===== src/rtl/mcontrol_if.sv =====
// rtl/mcontrol_if.sv - control/status bundle between mcontrol and the datav datapath
// The master drives every datapath control; the slave returns the instruction fields and zero flag.
interface mcontrol_if;
  logic [5:0] op;
  logic [5:0] funct;
  logic       zero;
  logic       memread;
  logic       memwrite;
  logic       alusrca;
  logic [1:0] alusrcb;
  logic       memtoreg;
  logic       regdst;
  logic       iord;
  logic       pcen;
  logic       regwrite;
  logic [1:0] pcsrc;
  logic [3:0] irwrite;
  logic [2:0] alucontrol;
  logic       illegal;

  modport master (
    input  op, funct, zero,
    output memread, memwrite, alusrca, alusrcb, memtoreg, regdst, iord,
           pcen, regwrite, pcsrc, irwrite, alucontrol, illegal
  );

  modport slave (
    output op, funct, zero,
    input  memread, memwrite, alusrca, alusrcb, memtoreg, regdst, iord,
           pcen, regwrite, pcsrc, irwrite, alucontrol, illegal
  );
endinterface


===== src/rtl/mcontrol.sv =====
// rtl/mcontrol.sv - multicycle Moore control FSM for the 8-bit MIPS datav datapath
// Four byte fetches, decode, then per-opcode execute/writeback states.
module mcontrol (
  input  logic        clk,
  input  logic        reset,
  mcontrol_if.master  bus
);
  localparam logic [5:0] OP_LB   = 6'b100000;
  localparam logic [5:0] OP_SB   = 6'b101000;
  localparam logic [5:0] OP_R    = 6'b000000;
  localparam logic [5:0] OP_BEQ  = 6'b000100;
  localparam logic [5:0] OP_J    = 6'b000010;
  localparam logic [5:0] OP_ADDI = 6'b001000;

  typedef enum logic [4:0] {
    IDLE, FETCH1, FETCH2, FETCH3, FETCH4, DECODE, MEMADR, LBRD, LBWR, SBWR,
    RTYPEEX, RTYPEWR, BEQEX, JEX, ADDIEX, ADDIWR
  } state_t;

  state_t     state_q, state_d;
  logic       pcwrite, branch, op_bad, funct_bad;
  logic [1:0] aluop;
  logic [2:0] funct_ctl;

  always_ff @(posedge clk) begin
    if (!reset) state_q <= IDLE;
    else        state_q <= state_d;
  end

  always_comb begin
    state_d          = state_q;
    pcwrite          = 1'b0;
    branch           = 1'b0;
    aluop            = 2'b00;
    op_bad           = 1'b0;
    bus.memread      = 1'b0;
    bus.memwrite     = 1'b0;
    bus.alusrca      = 1'b0;
    bus.alusrcb      = 2'b00;
    bus.memtoreg     = 1'b0;
    bus.regdst       = 1'b0;
    bus.iord         = 1'b0;
    bus.regwrite     = 1'b0;
    bus.pcsrc        = 2'b00;
    bus.irwrite      = 4'b0000;
    case (state_q)
      IDLE:   state_d = FETCH1;
      FETCH1, FETCH2, FETCH3, FETCH4: begin
        bus.memread = 1'b1;
        bus.alusrcb = 2'b01;
        pcwrite     = 1'b1;
        case (state_q)
          FETCH1:  begin bus.irwrite = 4'b0001; state_d = FETCH2; end
          FETCH2:  begin bus.irwrite = 4'b0010; state_d = FETCH3; end
          FETCH3:  begin bus.irwrite = 4'b0100; state_d = FETCH4; end
          default: begin bus.irwrite = 4'b1000; state_d = DECODE; end
        endcase
      end
      DECODE: begin
        bus.alusrcb = 2'b11;
        case (bus.op)
          OP_LB, OP_SB: state_d = MEMADR;
          OP_R:         state_d = RTYPEEX;
          OP_BEQ:       state_d = BEQEX;
          OP_J:         state_d = JEX;
          OP_ADDI:      state_d = ADDIEX;
          default: begin
            op_bad  = 1'b1;
            state_d = FETCH1;
          end
        endcase
      end
      MEMADR: begin
        bus.alusrca = 1'b1;
        bus.alusrcb = 2'b10;
        state_d     = (bus.op == OP_LB) ? LBRD : SBWR;
      end
      LBRD:   begin bus.memread = 1'b1; bus.iord = 1'b1; state_d = LBWR; end
      LBWR:   begin bus.regwrite = 1'b1; bus.memtoreg = 1'b1; state_d = FETCH1; end
      SBWR:   begin bus.memwrite = 1'b1; bus.iord = 1'b1; state_d = FETCH1; end
      RTYPEEX: begin
        bus.alusrca = 1'b1;
        aluop       = 2'b10;
        state_d     = RTYPEWR;
      end
      RTYPEWR: begin bus.regwrite = 1'b1; bus.regdst = 1'b1; state_d = FETCH1; end
      BEQEX: begin
        bus.alusrca = 1'b1;
        aluop       = 2'b01;
        branch      = 1'b1;
        bus.pcsrc   = 2'b01;
        state_d     = FETCH1;
      end
      JEX:    begin pcwrite = 1'b1; bus.pcsrc = 2'b10; state_d = FETCH1; end
      ADDIEX: begin bus.alusrca = 1'b1; bus.alusrcb = 2'b10; state_d = ADDIWR; end
      ADDIWR: begin bus.regwrite = 1'b1; state_d = FETCH1; end
      default: state_d = IDLE;
    endcase
  end

  always_comb begin
    funct_bad = 1'b0;
    case (bus.funct)
      6'b100000: funct_ctl = 3'b010;
      6'b100010: funct_ctl = 3'b110;
      6'b100100: funct_ctl = 3'b000;
      6'b100101: funct_ctl = 3'b001;
      6'b101010: funct_ctl = 3'b111;
      default: begin
        funct_ctl = 3'b010;
        funct_bad = 1'b1;
      end
    endcase
  end

  // IDLE keeps every output at zero, including the ALU add encoding used elsewhere
  always_comb begin
    if (state_q == IDLE) bus.alucontrol = 3'b000;
    else begin
      case (aluop)
        2'b01:   bus.alucontrol = 3'b110;
        2'b10:   bus.alucontrol = funct_ctl;
        default: bus.alucontrol = 3'b010;
      endcase
    end
  end

  assign bus.pcen    = pcwrite | (branch & bus.zero);
  assign bus.illegal = op_bad | ((state_q == RTYPEEX) & funct_bad);
endmodule


===== src/flat_wrapper.sv =====
// flat-port wrapper written by rule: the top's interface ports become plain ports
module mcontrol_flat 
  (clk, reset, bus_op, bus_funct, bus_zero, bus_memread, bus_memwrite, bus_alusrca, bus_alusrcb, bus_memtoreg, bus_regdst, bus_iord, bus_pcen, bus_regwrite, bus_pcsrc, bus_irwrite, bus_alucontrol, bus_illegal);
  mcontrol_if bus_i ();
  input  logic clk;
  input  logic reset;
  input wire logic [$bits(bus_i.op)-1:0] bus_op;
  input wire logic [$bits(bus_i.funct)-1:0] bus_funct;
  input wire logic [$bits(bus_i.zero)-1:0] bus_zero;
  output wire logic [$bits(bus_i.memread)-1:0] bus_memread;
  output wire logic [$bits(bus_i.memwrite)-1:0] bus_memwrite;
  output wire logic [$bits(bus_i.alusrca)-1:0] bus_alusrca;
  output wire logic [$bits(bus_i.alusrcb)-1:0] bus_alusrcb;
  output wire logic [$bits(bus_i.memtoreg)-1:0] bus_memtoreg;
  output wire logic [$bits(bus_i.regdst)-1:0] bus_regdst;
  output wire logic [$bits(bus_i.iord)-1:0] bus_iord;
  output wire logic [$bits(bus_i.pcen)-1:0] bus_pcen;
  output wire logic [$bits(bus_i.regwrite)-1:0] bus_regwrite;
  output wire logic [$bits(bus_i.pcsrc)-1:0] bus_pcsrc;
  output wire logic [$bits(bus_i.irwrite)-1:0] bus_irwrite;
  output wire logic [$bits(bus_i.alucontrol)-1:0] bus_alucontrol;
  output wire logic [$bits(bus_i.illegal)-1:0] bus_illegal;
  assign bus_i.op = bus_op;
  assign bus_i.funct = bus_funct;
  assign bus_i.zero = bus_zero;
  assign bus_memread = bus_i.memread;
  assign bus_memwrite = bus_i.memwrite;
  assign bus_alusrca = bus_i.alusrca;
  assign bus_alusrcb = bus_i.alusrcb;
  assign bus_memtoreg = bus_i.memtoreg;
  assign bus_regdst = bus_i.regdst;
  assign bus_iord = bus_i.iord;
  assign bus_pcen = bus_i.pcen;
  assign bus_regwrite = bus_i.regwrite;
  assign bus_pcsrc = bus_i.pcsrc;
  assign bus_irwrite = bus_i.irwrite;
  assign bus_alucontrol = bus_i.alucontrol;
  assign bus_illegal = bus_i.illegal;
  mcontrol u_core (.clk(clk), .reset(reset), .bus(bus_i));
endmodule

===== config.mk =====
export PLATFORM = sky130hd
export DESIGN_NAME = mcontrol_flat
export DESIGN_NICKNAME = d
export VERILOG_FILES = /design/src/rtl/mcontrol_if.sv /design/src/rtl/mcontrol.sv /design/src/flat_wrapper.sv
export SDC_FILE = /design/constraint.sdc
export NUM_CORES = 1
export LEC_CHECK = 0
export BUFFER_PORTS_ARGS = -buffer_cell sky130_fd_sc_hd__clkbuf_2
export CORE_AREA = 2 2 44 46
export CTS_CLUSTER_SIZE = 25
export DETAILED_ROUTE_END_ITERATION = 10
export DIE_AREA = 0 0 46 48
export GPL_ROUTABILITY_DRIVEN = 0
export PLACE_DENSITY_LB_ADDON = 0.12
export SKIP_CTS_REPAIR_TIMING = 1
export SLEW_MARGIN = 10
export SYNTH_ARGS = -nofsm -noshare
export SYNTH_HDL_FRONTEND = slang
export SYNTH_SLANG_ARGS = --single-unit

===== constraint.sdc =====
create_clock -name clk -period 1.7 [get_ports clk]
set_input_delay 0.085 -clock clk [delete_from_list [all_inputs] [get_ports clk]]
set_output_delay 0.085 -clock clk [all_outputs]
set_load 0.1 [all_outputs]

### Word level (Yosys, flattened, before mapping)

Cells that the tools add are included.

| operators by class | value |
|---|---|
| add/sub/neg operators | 0 |
| $lt $le $gt $ge | 0 |
| reductions and logical operators | 13 |
| eq/ne operators | 27 |
| shift-type cells | 0 |
| bitwise gates (word level) | 4 |
| $mul | 0 |
| muxes and demuxes | 24 |
| div/mod/pow operators | 0 |

Operator list:

| cell | number |
|---|---|
| 6-bit equality test, second input constant | 7 |
| 5-bit by 4-bit equality test with 1-bit output, second input constant | 8 |
| 5-bit one-hot mux with 7 select lines | 1 |
| 5-bit by 3-bit equality test with 1-bit output, second input constant | 4 |
| 4-bit one-hot mux with 5 select lines | 1 |
| 5-bit OR reduction | 3 |
| 1-bit two-way mux | 12 |
| 3-bit one-hot mux with 4 select lines | 1 |
| 4-bit one-hot mux with 3 select lines | 1 |
| 5-bit by 2-bit equality test with 1-bit output, second input constant | 2 |
| 3-bit one-hot mux with 3 select lines | 1 |
| 4-bit two-way mux | 2 |
| 2-bit one-hot mux with 2 select lines | 2 |
| 4-bit OR reduction | 2 |
| 7-bit OR reduction | 1 |
| 6-bit by 2-bit equality test with 1-bit output, second input constant | 1 |
| 6-bit by 3-bit equality test with 1-bit output, second input constant | 1 |
| 6-bit by 4-bit equality test with 1-bit output, second input constant | 1 |
| 6-bit logical NOT | 1 |
| 2-bit one-hot mux with 3 select lines | 1 |
| 3-bit one-hot mux with 2 select lines | 1 |
| 2-bit OR reduction | 3 |
| 6-bit OR reduction | 1 |
| 5-bit by 1-bit equality test with 1-bit output, second input constant | 1 |
| other kinds (7) | 9 |

| word-level totals | value |
|---|---|
| output and inout bits | 20 |
| memory bits (writable) | 0 |
| latch bits | 0 |
| input port bits | 15 |
| ROM bits | 0 |
| flip-flop bits (word level) | 5 |
| memories | 0 |
| logic and storage cells | 69 |

### Depth between registers and ports, before layout

Gate-level depths: netlist (run 1).

| depth | value |
|---|---|
| depth after elaboration | 5 |
| gate-level depth with buffers | 8 |
| mapped depth without buffers | 7 |

### Worst setup path before layout (run 1)

Ideal clock, no wire load.

| path | value |
|---|---|
| path type | register to output |
| from | register u_core.state_q[3] |
| to | output bus_alucontrol[1] |
| data required time | 1.615 ns |
| setup slack | -1.761 ns |
| arrival | 3.376 ns |
| buffers on the path | 2 |
| cell stages (with the launch flop) | 8 |
| cells stage by stage | dfxtp_1 > buf_2 > buf_2 > nand3_1 > inv_1 > ha_1 > inv_1 > a31oi_1 |

| on the way | value |
|---|---|
| longest elaborated chain between the ends | 5 |
| elaborated cells on any way between the ends | 8 |
| classes of those cells | eq/ne: 4; mux: 3; reduce/logical: 1 |

Ends and longest elaborated chain:

| item | line | source |
|---|---|---|
| start, declared | mcontrol.sv:20 | `state_t state_q, state_d;` |
| start signal, assigned | mcontrol.sv:27 | `else state_q <= state_d;` |
| 5-bit by 4-bit equality test with 1-bit output | mcontrol.sv:46 | `case (state_q)` |
| 2-bit one-hot mux with 2 select lines | mcontrol.sv:46 |  |
| 2-bit equality test or 2-bit by 1-bit equality test with 1-bit output (tied branches) | mcontrol.sv:120 | `case (aluop)` |
| 3-bit one-hot mux with 2 select lines | mcontrol.sv:120 |  |
| 3-bit two-way mux * | mcontrol.sv:118 | `if (state_q == IDLE) bus.alucontrol = 3'b000;` |
| end, declared | flat_wrapper.sv:21 | `output wire logic [$bits(bus_i.alucontrol)-1:0] bus_alucontrol;` |

Mark *: on every way between the ends. The rest lies on a longest branch, timed or not.

### Worst setup path after layout (run 1)

| path | value |
|---|---|
| from | register u_core.state_q[0] |
| to | output bus_alucontrol[0] |

Same word-level chain as after synthesis.

==> results of run 1 <==
## metal layers
metal  vias up  wire length [µm]  track usage (%)
li1        450                 -                -
met1       450              1020             30.9
met2        63              1500             48.1
met3        15               167             4.53
met4         0               116             15.4
met5         -                 0                0
## metrics by stage
stage | util, % | TNS [ns] | cell area (µm²) | instances
after floorplan | - | -1.30 | 898 | 103
after global placement | 83.2 | 0 | 1410 | 159
final | 87.6 | -0.228 | 1480 | 163
after global routing | 87.6 | -0.446 | 1480 | 163
after CTS | 84.5 | -0.988 | 1430 | 162
after detailed placement | 83.2 | 0 | 1410 | 159
## layout by cell type, fill, tap and decap left out, types with 2 or more instances in the layout
| cell | instances |
|---|---|
| buf_4 | 9 |
| a21oi_4 | 2 |
| buf_12 | 20 |
| clkbuf_2 | 14 |
| nor2_1 | 10 |
| buf_6 | 2 |
| nor3_4 | 5 |
| clkbuf_4 | 3 |
| mux2i_1 | 2 |
| inv_1 | 4 |
| nor3_2 | 2 |
| ha_4 | 2 |
| nor3_1 | 2 |
| nor2_2 | 5 |
| nand2b_4 | 2 |
| a22o_1 | 2 |
| nor2_4 | 2 |
| nand3_1 | 5 |
| and2_1 | 2 |
| a21oi_1 | 4 |
| nand2b_1 | 3 |
| dfxtp_4 | 4 |
| o21ai_0 | 3 |
| a31oi_1 | 3 |
| a211oi_4 | 2 |
| nand2_1 | 8 |
| nand2_4 | 2 |
| nor3b_1 | 2 |
## worst max-delay path, stage by stage, from the launching register on
cell,delay [ns]
dfxtp_4,0.37
nand2b_4,0.16
nor2_4,0.14
inv_2,0.08
ha_4,0.29
nand2b_4,0.07
nor3_4,0.15
buf_12,0.20
## report_power, final
group	switching (µW)	internal (µW)
combinational	304	181
clock	53.7	79.9
sequential	13.4	97.6
total	371	358
## final timing paths
kind         slack (ns)               from  depth (start not counted)                 to
max reg2reg        0.42  u_core.state_q[2]                          5  u_core.state_q[3]
min                0.11              reset                          3  u_core.state_q[0]
min reg2reg        0.66  u_core.state_q[2]                          2  u_core.state_q[1]
max               -0.10  u_core.state_q[0]                          7  bus_alucontrol[0]
## layout make-up
class | count | area [µm²]
Clock buffer | 3 | 22.5
Fill cell | 76 | 209
Inverter | 7 | 32.5
Multi-Input combinational cell | 86 | 733
Sequential cell | 4 | 95.1
Tap cell | 17 | 21.3
Timing Repair Buffer | 46 | 576
## logic make-up (layout without fill, tap and decap cells)
| group | count (synthesis) | after routing | synth area share (%) |
|---|---|---|---|
| compound gates | 26 | 26 | 27.3 |
| xor+xnor | 1 | 1 | 1.36 |
| fa+ha+maj | 3 | 3 | 5.81 |
| buf+inv | 13 | 56 | 9.11 |
| simple gates | 54 | 54 | 40.9 |
| mux | 2 | 2 | 3.10 |
| flops | 4 | 4 | 12.4 |
==> metrics.txt, run 1 <==
Peak VDD IR=about 280 µV; Pins Over Slew Limit=0; Power Dens Cells=a little under 500 mW/mm²; Final Hold Viols=0; failing checks=negative setup slack; EDFF count, synth=0; Mapped Nets=approximately 120; Starting Density=38.2%; RSZ-0062 raised after global routing=yes; total grt overflow=0; Setup WS pre-CTS=0.0932 ns; run status=finished with violations; CTS max path bufs=2; Antenna diodes=0; Worst EP required=1.62 ns; synth-to-layout area growth=129%; Final setup viols=4; Pre-antenna DRT Iters=4; DRC violations left=0; initial antenna violation count=0; largest registers=u_core.state_q x4; largest net degree at the start of global routing=12; Final min period=1.80 ns; Max Fclk=approximately 550 MHz; Netlist cell types=27; Die Span X=46 µm; Die H=48 µm; period utilization=106%; CP startpoint kind=flop; Worst slew margin=80.6%; top cells by area, synth=dfxtp_1 (12%), nor2_1 (9.9%), ha_1 (5.8%); full die area=0.00221 mm²; vias=978; Clock Root Buffer=clkbuf_4; Clk Latency, worst-skew pair=roughly 0.26 ns; Crit path arrival time=1.72 ns; Ys Warns=0; IO Count=35; clock-pin transition on the worst setup and hold timing paths=about 0.040 ns; Reg with most FFs=u_core.state_q; Row Count=15; core footprint=roughly 0.0017 mm²; top-count cell post-synth=nor2_1; Routed Antenna Nets=0; DP HPWL=approximately 2 mm; Pleak=approximately 0.00057 µW; vias in the first global route=930; Detailed Route WL=2.80 mm; hold crit path type=primary input to flop; commonest cells in the netlist=nor2_1 (17), nand2_1 (10), a21oi_1 (7), inv_1 (7), nor3_1 (7); GRT Overall Usage=27.2%; share of cells above drive strength 1=60.3%; #FFs+latches synth=4; Top FF cell, synth=dfxtp_1; final setup margin=-0.102 ns; largest area contributor in the netlist=dfxtp_1; ys async rst share=0%; Max FO, Critical Path=7; Seq/Total Area, Yosys=12.4%; WS Path Type=flop to primary output; Worst-Margin Slew=0.291 ns; Buffers on Ports=34; # clock sinks=4; Vias/cell=6.00; max reg flops=4; fin nets=between 150 and 200; total power=730 µW; clock skew=0.00584 ns; Hold WS=0.111 ns; Avg Synthesized Cell Area=6.27 µm²; CTS tree=yes; share of the synthesized area in the top cell type=12.4%; wire per inst=17.2 µm; maxcap violations=0; Mapped Area=646 µm²; CTS H-Tree Depth=1; Syn Inst Count=103; CTS Buf Count=3; first-pass GRT wire length=about 4.2 mm; Crit. End Element=primary output; DRT iter0 DRCs=48
No activity file was read; power rests on OpenSTA's default activity.
==> run 2, diff against run 1 <==
--- a/config.mk
+++ b/config.mk
@@ -5,11 +5,12 @@
 export SDC_FILE = /design/constraint.sdc
 export NUM_CORES = 1
 export LEC_CHECK = 0
+export ABC_AREA = 1
 export BUFFER_PORTS_ARGS = -buffer_cell sky130_fd_sc_hd__clkbuf_2
-export CORE_AREA = 2 2 44 46
+export CORE_AREA = 2 2 43 45
 export CTS_CLUSTER_SIZE = 25
 export DETAILED_ROUTE_END_ITERATION = 10
-export DIE_AREA = 0 0 46 48
+export DIE_AREA = 0 0 45 47
 export GPL_ROUTABILITY_DRIVEN = 0
 export PLACE_DENSITY_LB_ADDON = 0.12
 export SKIP_CTS_REPAIR_TIMING = 1
==> run 2 against run 1 <==
  * The flow still finishes with violations (negative setup slack)
  * Maximum frequency down 0.77%
  * Register-to-register slack worse by 0.05 ns
  * First-iteration DRC count down 60%
  * Clock skew up 0.00060 ns
  * Clock power down 13%
  * Wire length down 24%
  * Utilization down 11 points
  * Non-clock buffer count down 1
  * Combinational power down 14%
  * Clock-buffer cell count unchanged
  * Total power down 12%
  * Area after synthesis down 0.97%
  * Critical path type unchanged
==> metrics.txt, run 2 <==
run status=finished with violations; failing checks=negative setup slack; largest registers=u_core.state_q x4; setup TNS=-0.275 ns; RSZ-0062 raised after global routing=yes; Syn Inst Count=120; Peak VDD IR=433 µV; largest net degree at the start of global routing=7; Crit path arrival time=1.73 ns; GRT Overall Usage=19.5%; fill count=about 130; Worst EP required=around 1.6 ns; max reg flops=4; Vias/cell=5.03; Mapped Area=around 640 µm²; GRT busiest layer=met2; period utilization=107%; vias=930; Worst-Margin Slew=0.280 ns; Seq/Total Area, Yosys=12.5%; Clock Root Buffer=clkbuf_4; full die area=0.00212 mm²; Clk Latency, worst-skew pair=0.24 ns; largest family of logic cells by synthesized area=simple AND/OR/NAND/NOR gates; Top FF cell, synth=dfxtp_1; largest area contributor in the netlist=nor2_1; DRT iter0 DRCs=19; Final Hold Viols=0; most common library cell in the layout ignoring fill and taps=buf_4; clock-pin transition on the worst setup and hold timing paths=0.03 ns; CTS Buf Count=3; Worst slew margin=81.5%; met3 Usage GRT=3.46%; Final min period=1.82 ns; Crit. End Element=primary output; Max Fclk=551 MHz; ys async rst share=0%; Hold Path End=u_core.state_q[1]; top cells by area, synth=nor2_1 (16%), inv_1 (13%), dfxtp_1 (13%); CP startpoint kind=flop; Die H=roughly 47 µm; share of the synthesized area in the top cell type=15.9%; XOR/XNOR Fraction of Synth Area=0%; top-count cell post-synth=nor2_1; Detailed Route WL=2.12 mm; final setup margin=-0.116 ns; worst hold start=reset; fin nets=around 190; CTS H-Tree Depth=1; CTS tree=yes; reg-to-reg endpoint=u_core.state_q[1]; post-synthesis adder-cell area fraction=5.87%; Ys Warns=0; Reg with most FFs=u_core.state_q; Starting Density=roughly two fifths; Netlist cell types=19; core footprint=0.00165 mm²; #FFs+latches synth=4; Pins Over Slew Limit=0; GRT met2 Usage=36.9%; EDFF count, synth=0; IO Count=35; vias in the first global route=~760; DP HPWL=1.70 mm; post-synthesis mux area share=0%; first-pass GRT wire length=3.04 mm; WS Path Type=flop to primary output; hold crit path type=primary input to flop; Power Dens Cells=508 mW/mm²; Mapped Nets=138; synth-to-layout area growth=98.4%; CTS max path bufs=2; Antenna diodes=0; total grt overflow=0; total power=644 µW; Pleak=0.000592 µW; FF-to-FF Start=u_core.state_q[3]; # clock sinks=4; Final setup viols=3; clock skew=0.00644 ns; Pre-antenna DRT Iters=4; Post-Synth Simple-Gate Area=53.0%; maxcap violations=0; Compound-Gate Fraction of Synth Area=roughly an eighth; Avg Synthesized Cell Area=5.33 µm²; met1 GRT Util=23.1%; Buffers on Ports=34; DRC violations left=0; initial antenna violation count=0; most frequent cells in the layout=buf_4 (21), nand2_1 (18), inv_1 (17), nor2_1 (16), clkbuf_2 (14); share of cells above drive strength 1=56.0%; Die Span X=45 µm; Hold Path Cell Cnt=3; commonest cells in the netlist=nor2_1 (27), inv_1 (22), nand2_1 (20), nand3_1 (7), nand4_1 (7); R2R setup slack=0.37 ns; Max FO, Critical Path=4; Routed Antenna Nets=0; Row Count=15; r2r worst-path depth=10; wire per inst=11.5 µm
==> run 2: changes by cell type in the layout (fill, tap and decap cells not counted), sizes merged, moves of 5 or more <==
cell    previous run  this run
inv                6        25
nor3               9         1
nand2             10        22
nor2              17        34
nand4              0         7
nand2b             5         0
==> run 2: metrics by stage <==
stage	cell area (µm²)	cells	hold slack (ns)	util [%]	setup slack, ns
after floorplan	771	120	0.183	-	-0.709
after global placement	1170	175	0.288	70.7	0.112
after detailed placement	1170	175	0.292	70.7	0.0346
after CTS	1190	178	0.0513	72.0	-0.219
after global routing	1270	185	0.0608	76.8	-0.179
final	1270	185	0.0533	76.8	-0.116
==> run 2: worst max-delay path by stage <==
stage | start | to | cells after the start
after floorplan | u_core.state_q[1] | bus_alucontrol[1] | 6
after global placement | u_core.state_q[1] | bus_alucontrol[1] | 8
after detailed placement | u_core.state_q[1] | bus_alucontrol[1] | 8
after CTS | u_core.state_q[1] | bus_alucontrol[1] | 8
after global routing | u_core.state_q[0] | bus_alucontrol[2] | 8
final | u_core.state_q[0] | bus_alucontrol[2] | 8
==> run 2: routing by layer <==
metal  part of all wire (%)  vias to the layer above
li1                       -                      479
met3                    3.9                        2
met4                   0.52                        0
met2                     55                       28
met1                     40                      421
met5                      0                        -
==> run 2: area by class of cell <==
| cell class | instances | area [µm²] | area share [%] |
|---|---|---|---|
| Multi-Input combinational cell | 90 | 606 | 47.7 |
| Inverter | 26 | 104 | 8.19 |
| Tap cell | 17 | 21.3 | 1.68 |
| Sequential cell | 4 | 87.6 | 6.90 |
| Timing Repair Buffer | 45 | 428 | 33.7 |
| Clock buffer | 3 | 22.5 | 1.78 |
==> run 2: kinds of logic (layout without fill, tap and decap cells) <==
kind of cell,Yosys count,count (layout)
compound gates,15,15
fa+ha+maj,3,3
simple gates,72,72
buf+inv,26,74
flops,4,4
==> run 2: critical path: stages, from the launching register on <==
cell and delay [ns]:
dfxtp_2 0.33, nor2_4 0.20, inv_4 0.07, nor2_4 0.14, inv_2 0.07, ha_4 0.28, o21ai_4 0.07, a21oi_4 0.13
buf_12 0.18
==> run 2: power by group <==
group / internal (µW) / switching, µW / total, µW
logic: 134 / 285 / 419
clock network: 78.8 / 37.7 / 117
registers: 99.9 / 8.51 / 108
total: 313 / 331 / 644
==> run 3, diff against run 2 <==
--- a/config.mk
+++ b/config.mk
@@ -6,11 +6,11 @@
 export NUM_CORES = 1
 export LEC_CHECK = 0
 export ABC_AREA = 1
-export BUFFER_PORTS_ARGS = -buffer_cell sky130_fd_sc_hd__clkbuf_2
 export CORE_AREA = 2 2 43 45
 export CTS_CLUSTER_SIZE = 25
 export DETAILED_ROUTE_END_ITERATION = 10
 export DIE_AREA = 0 0 45 47
+export DONT_BUFFER_PORTS = 1
 export GPL_ROUTABILITY_DRIVEN = 0
 export PLACE_DENSITY_LB_ADDON = 0.12
 export SKIP_CTS_REPAIR_TIMING = 1
==> run 3 against run 2 <==
  * The flow still finishes with violations (negative setup slack)
  * Flip-flop and latch count unchanged
  * Register-to-register slack better by 0.02 ns
  * Wire length down 12%
  * Non-clock buffer count down 20
  * Critical endpoint unchanged
==> metrics.txt, run 3 (synthesized netlist as in run 2, its figures left out) <==
RSZ-0062 raised after global routing=yes; Worst EP required=1.62 ns; fill count=155; Cells after DPL=159; initial antenna violation count=0; Pins Over Slew Limit=0; largest net degree at the start of global routing=7; CTS max path bufs=2; clock skew=approximately 0.0033 ns; FF/Latch Area=87.6 µm²; r2r worst-path depth=9; first-pass GRT wire length=2.82 mm; largest registers=u_core.state_q x4; DR top layer=met4; full die area=around 0.0021 mm²; largest stage delay on the critical path=0.38 ns; post-route met1 wirelength=733 µm; DP HPWL=1.64 mm; DRT iter0 DRCs=10; Die H=47 µm; most frequent cells in the layout=inv_1 (17), nand2_1 (17), nor2_1 (17), buf_4 (17), nor2_2 (9); run status=finished with violations; vias in the first global route=717; CP delay by family, top=flip-flops; DRC violations left=0; # clock sinks=4; reg-to-reg endpoint=u_core.state_q[1]; Routed Antenna Nets=0; maxcap violations=0; fin nets=168; core footprint=0.00165 mm²; routed wl met2=1.01 mm; Antenna diodes=0; R2R setup slack=0.39 ns; CTS H-Tree Depth=1; Reg with most FFs=u_core.state_q; Buffers on Ports=0; Starting Density=about 39%; Max Fclk=~560 MHz; max reg flops=4; GRT Overall Usage=18.2%; CTS Buf Count=3; multi-input logic area=612 µm²; slowest CP cell=dfxtp_4; synth-to-layout area growth=74.2%; failing checks=negative setup slack; Pleak=about 0.00049 µW; Crit path arrival time=about 1.7 ns; Worst-Margin Slew=0.296 ns; routed length on met3=between 100 and 150 µm; setup TNS=-0.163 ns; Hold Path End=u_core.state_q[3]; total grt overflow=0; hold crit path type=primary input to flop; clock-pin transition on the worst setup and hold timing paths=0.03 ns; final setup margin=-0.0796 ns; Peak VDD IR=339 µV; cell mode on critical path=inv_2; FF-to-FF Start=u_core.state_q[3]; Worst slew margin=between 80 and 90%; Pre-antenna DRT Iters=4; Hold Path Cell Cnt=2; Final setup viols=3; Max FO, Critical Path=6; share of cells above drive strength 1=50.0%; Power Dens Cells=520 mW/mm²; Clock Root Buffer=clkbuf_4; IO Count=35; CP startpoint kind=flop; Final Hold Viols=0; Clk Latency, worst-skew pair=approximately 0.23 ns; CTS tree=yes; final cell count without fillers=about 170; worst hold start=reset; Crit. End Element=primary output; worst path buffer plus inverter count=4; period utilization=105%; WS Path Type=flop to primary output; vias=862; wire per inst=11.3 µm; Vias/cell=about 5.2; Row Count=15; Final min period=~1.8 ns; worst path cell trace=inv_2 -> nor2_1 -> inv_1 -> nor2_4 -> inv_2 -> ha_4 -> o21ai_4 -> a21oi_4 -> buf_12; Die Span X=~45 µm; Detailed Route WL=1.86 mm
==> run 3: cell count changes in the layout (fill, tap and decap cells not counted) <==
cell           previous run  this run
nor2_2                   10         9
o22ai_1                   1         0
buf_4                    21        17
inv_2                     7         8
inv_4                     1         0
o22ai_2                   0         1
dlygate4sd3_1             0         1
buf_6                     0         1
nor2_1                   16        17
nand2_1                  18        17
clkbuf_2                 14         0
nand2_2                   2         3
buf_12                   10         6
==> run 3: where the power goes <==
| group | leakage, µW | switching (µW) | internal (µW) | total, µW |
|---|---|---|---|---|
| registers | 0.0000346 | 8.19 | 100 | 108 |
| clock network | 0.0000138 | 34.6 | 78.6 | 113 |
| logic | 0.000442 | 267 | 90.7 | 357 |
| total | 0.000490 | 309 | 269 | 579 |
==> run 3: through the flow <==
stage / utilization [%] / total power [µW] / cell area (µm²) / hold WS (ns) / setup slack (ns)
6_report: 67.4 / 579 / 1110 / 0.00838 / -0.0796
5_1_grt: 67.4 / 614 / 1110 / 0.00565 / -0.179
4_1_cts: 64.4 / 579 / 1060 / -0.0415 / -0.148
3_5_place_dp: 63.0 / 465 / 1040 / 0.195 / 0.108
3_3_place_gp: 63.0 / 461 / 1040 / 0.193 / 0.155
2_1_floorplan: - / 386 / 771 / 0.183 / -0.709
==> run 3: worst register-to-register path: stages, from the launching register on <==
cell and delay [ns]:
dfxtp_4 0.36, nor2_1 0.25, inv_2 0.13, nor2_2 0.19
nand2_1 0.07, nand2_1 0.07, nor2_1 0.05, nand2_1 0.05
nand2_1 0.04, inv_1 0.04
==> run 3: how the worst max path moves through the flow <==
stage                                    to  cells past startpoint               from  slack, ns
final                     bus_alucontrol[2]                      9  u_core.state_q[3]      -0.08
after global placement    bus_alucontrol[2]                      9  u_core.state_q[3]       0.16
after global routing      bus_alucontrol[2]                      9  u_core.state_q[3]      -0.18
after CTS                 bus_alucontrol[2]                      9  u_core.state_q[3]      -0.15
after detailed placement  bus_alucontrol[2]                      9  u_core.state_q[3]       0.11
after floorplan           bus_alucontrol[1]                      6  u_core.state_q[1]      -0.71
==> run 3: layout make-up <==
class	instances	share of cell area (%)
multi-input combinational	90	54.9
timing repair buffer	25	24.2
inverter	26	9.10
sequential	4	7.87
clock buffer	3	2.02
tap	17	1.91
==> run 3: per-layer routing <==
metal / vias up / global-route usage [%]
met2: 27 / 35.4
li1: 436 / -
met4: 0 / 5.88
met5: - / 0
met3: 2 / 3.85
met1: 397 / 19.3
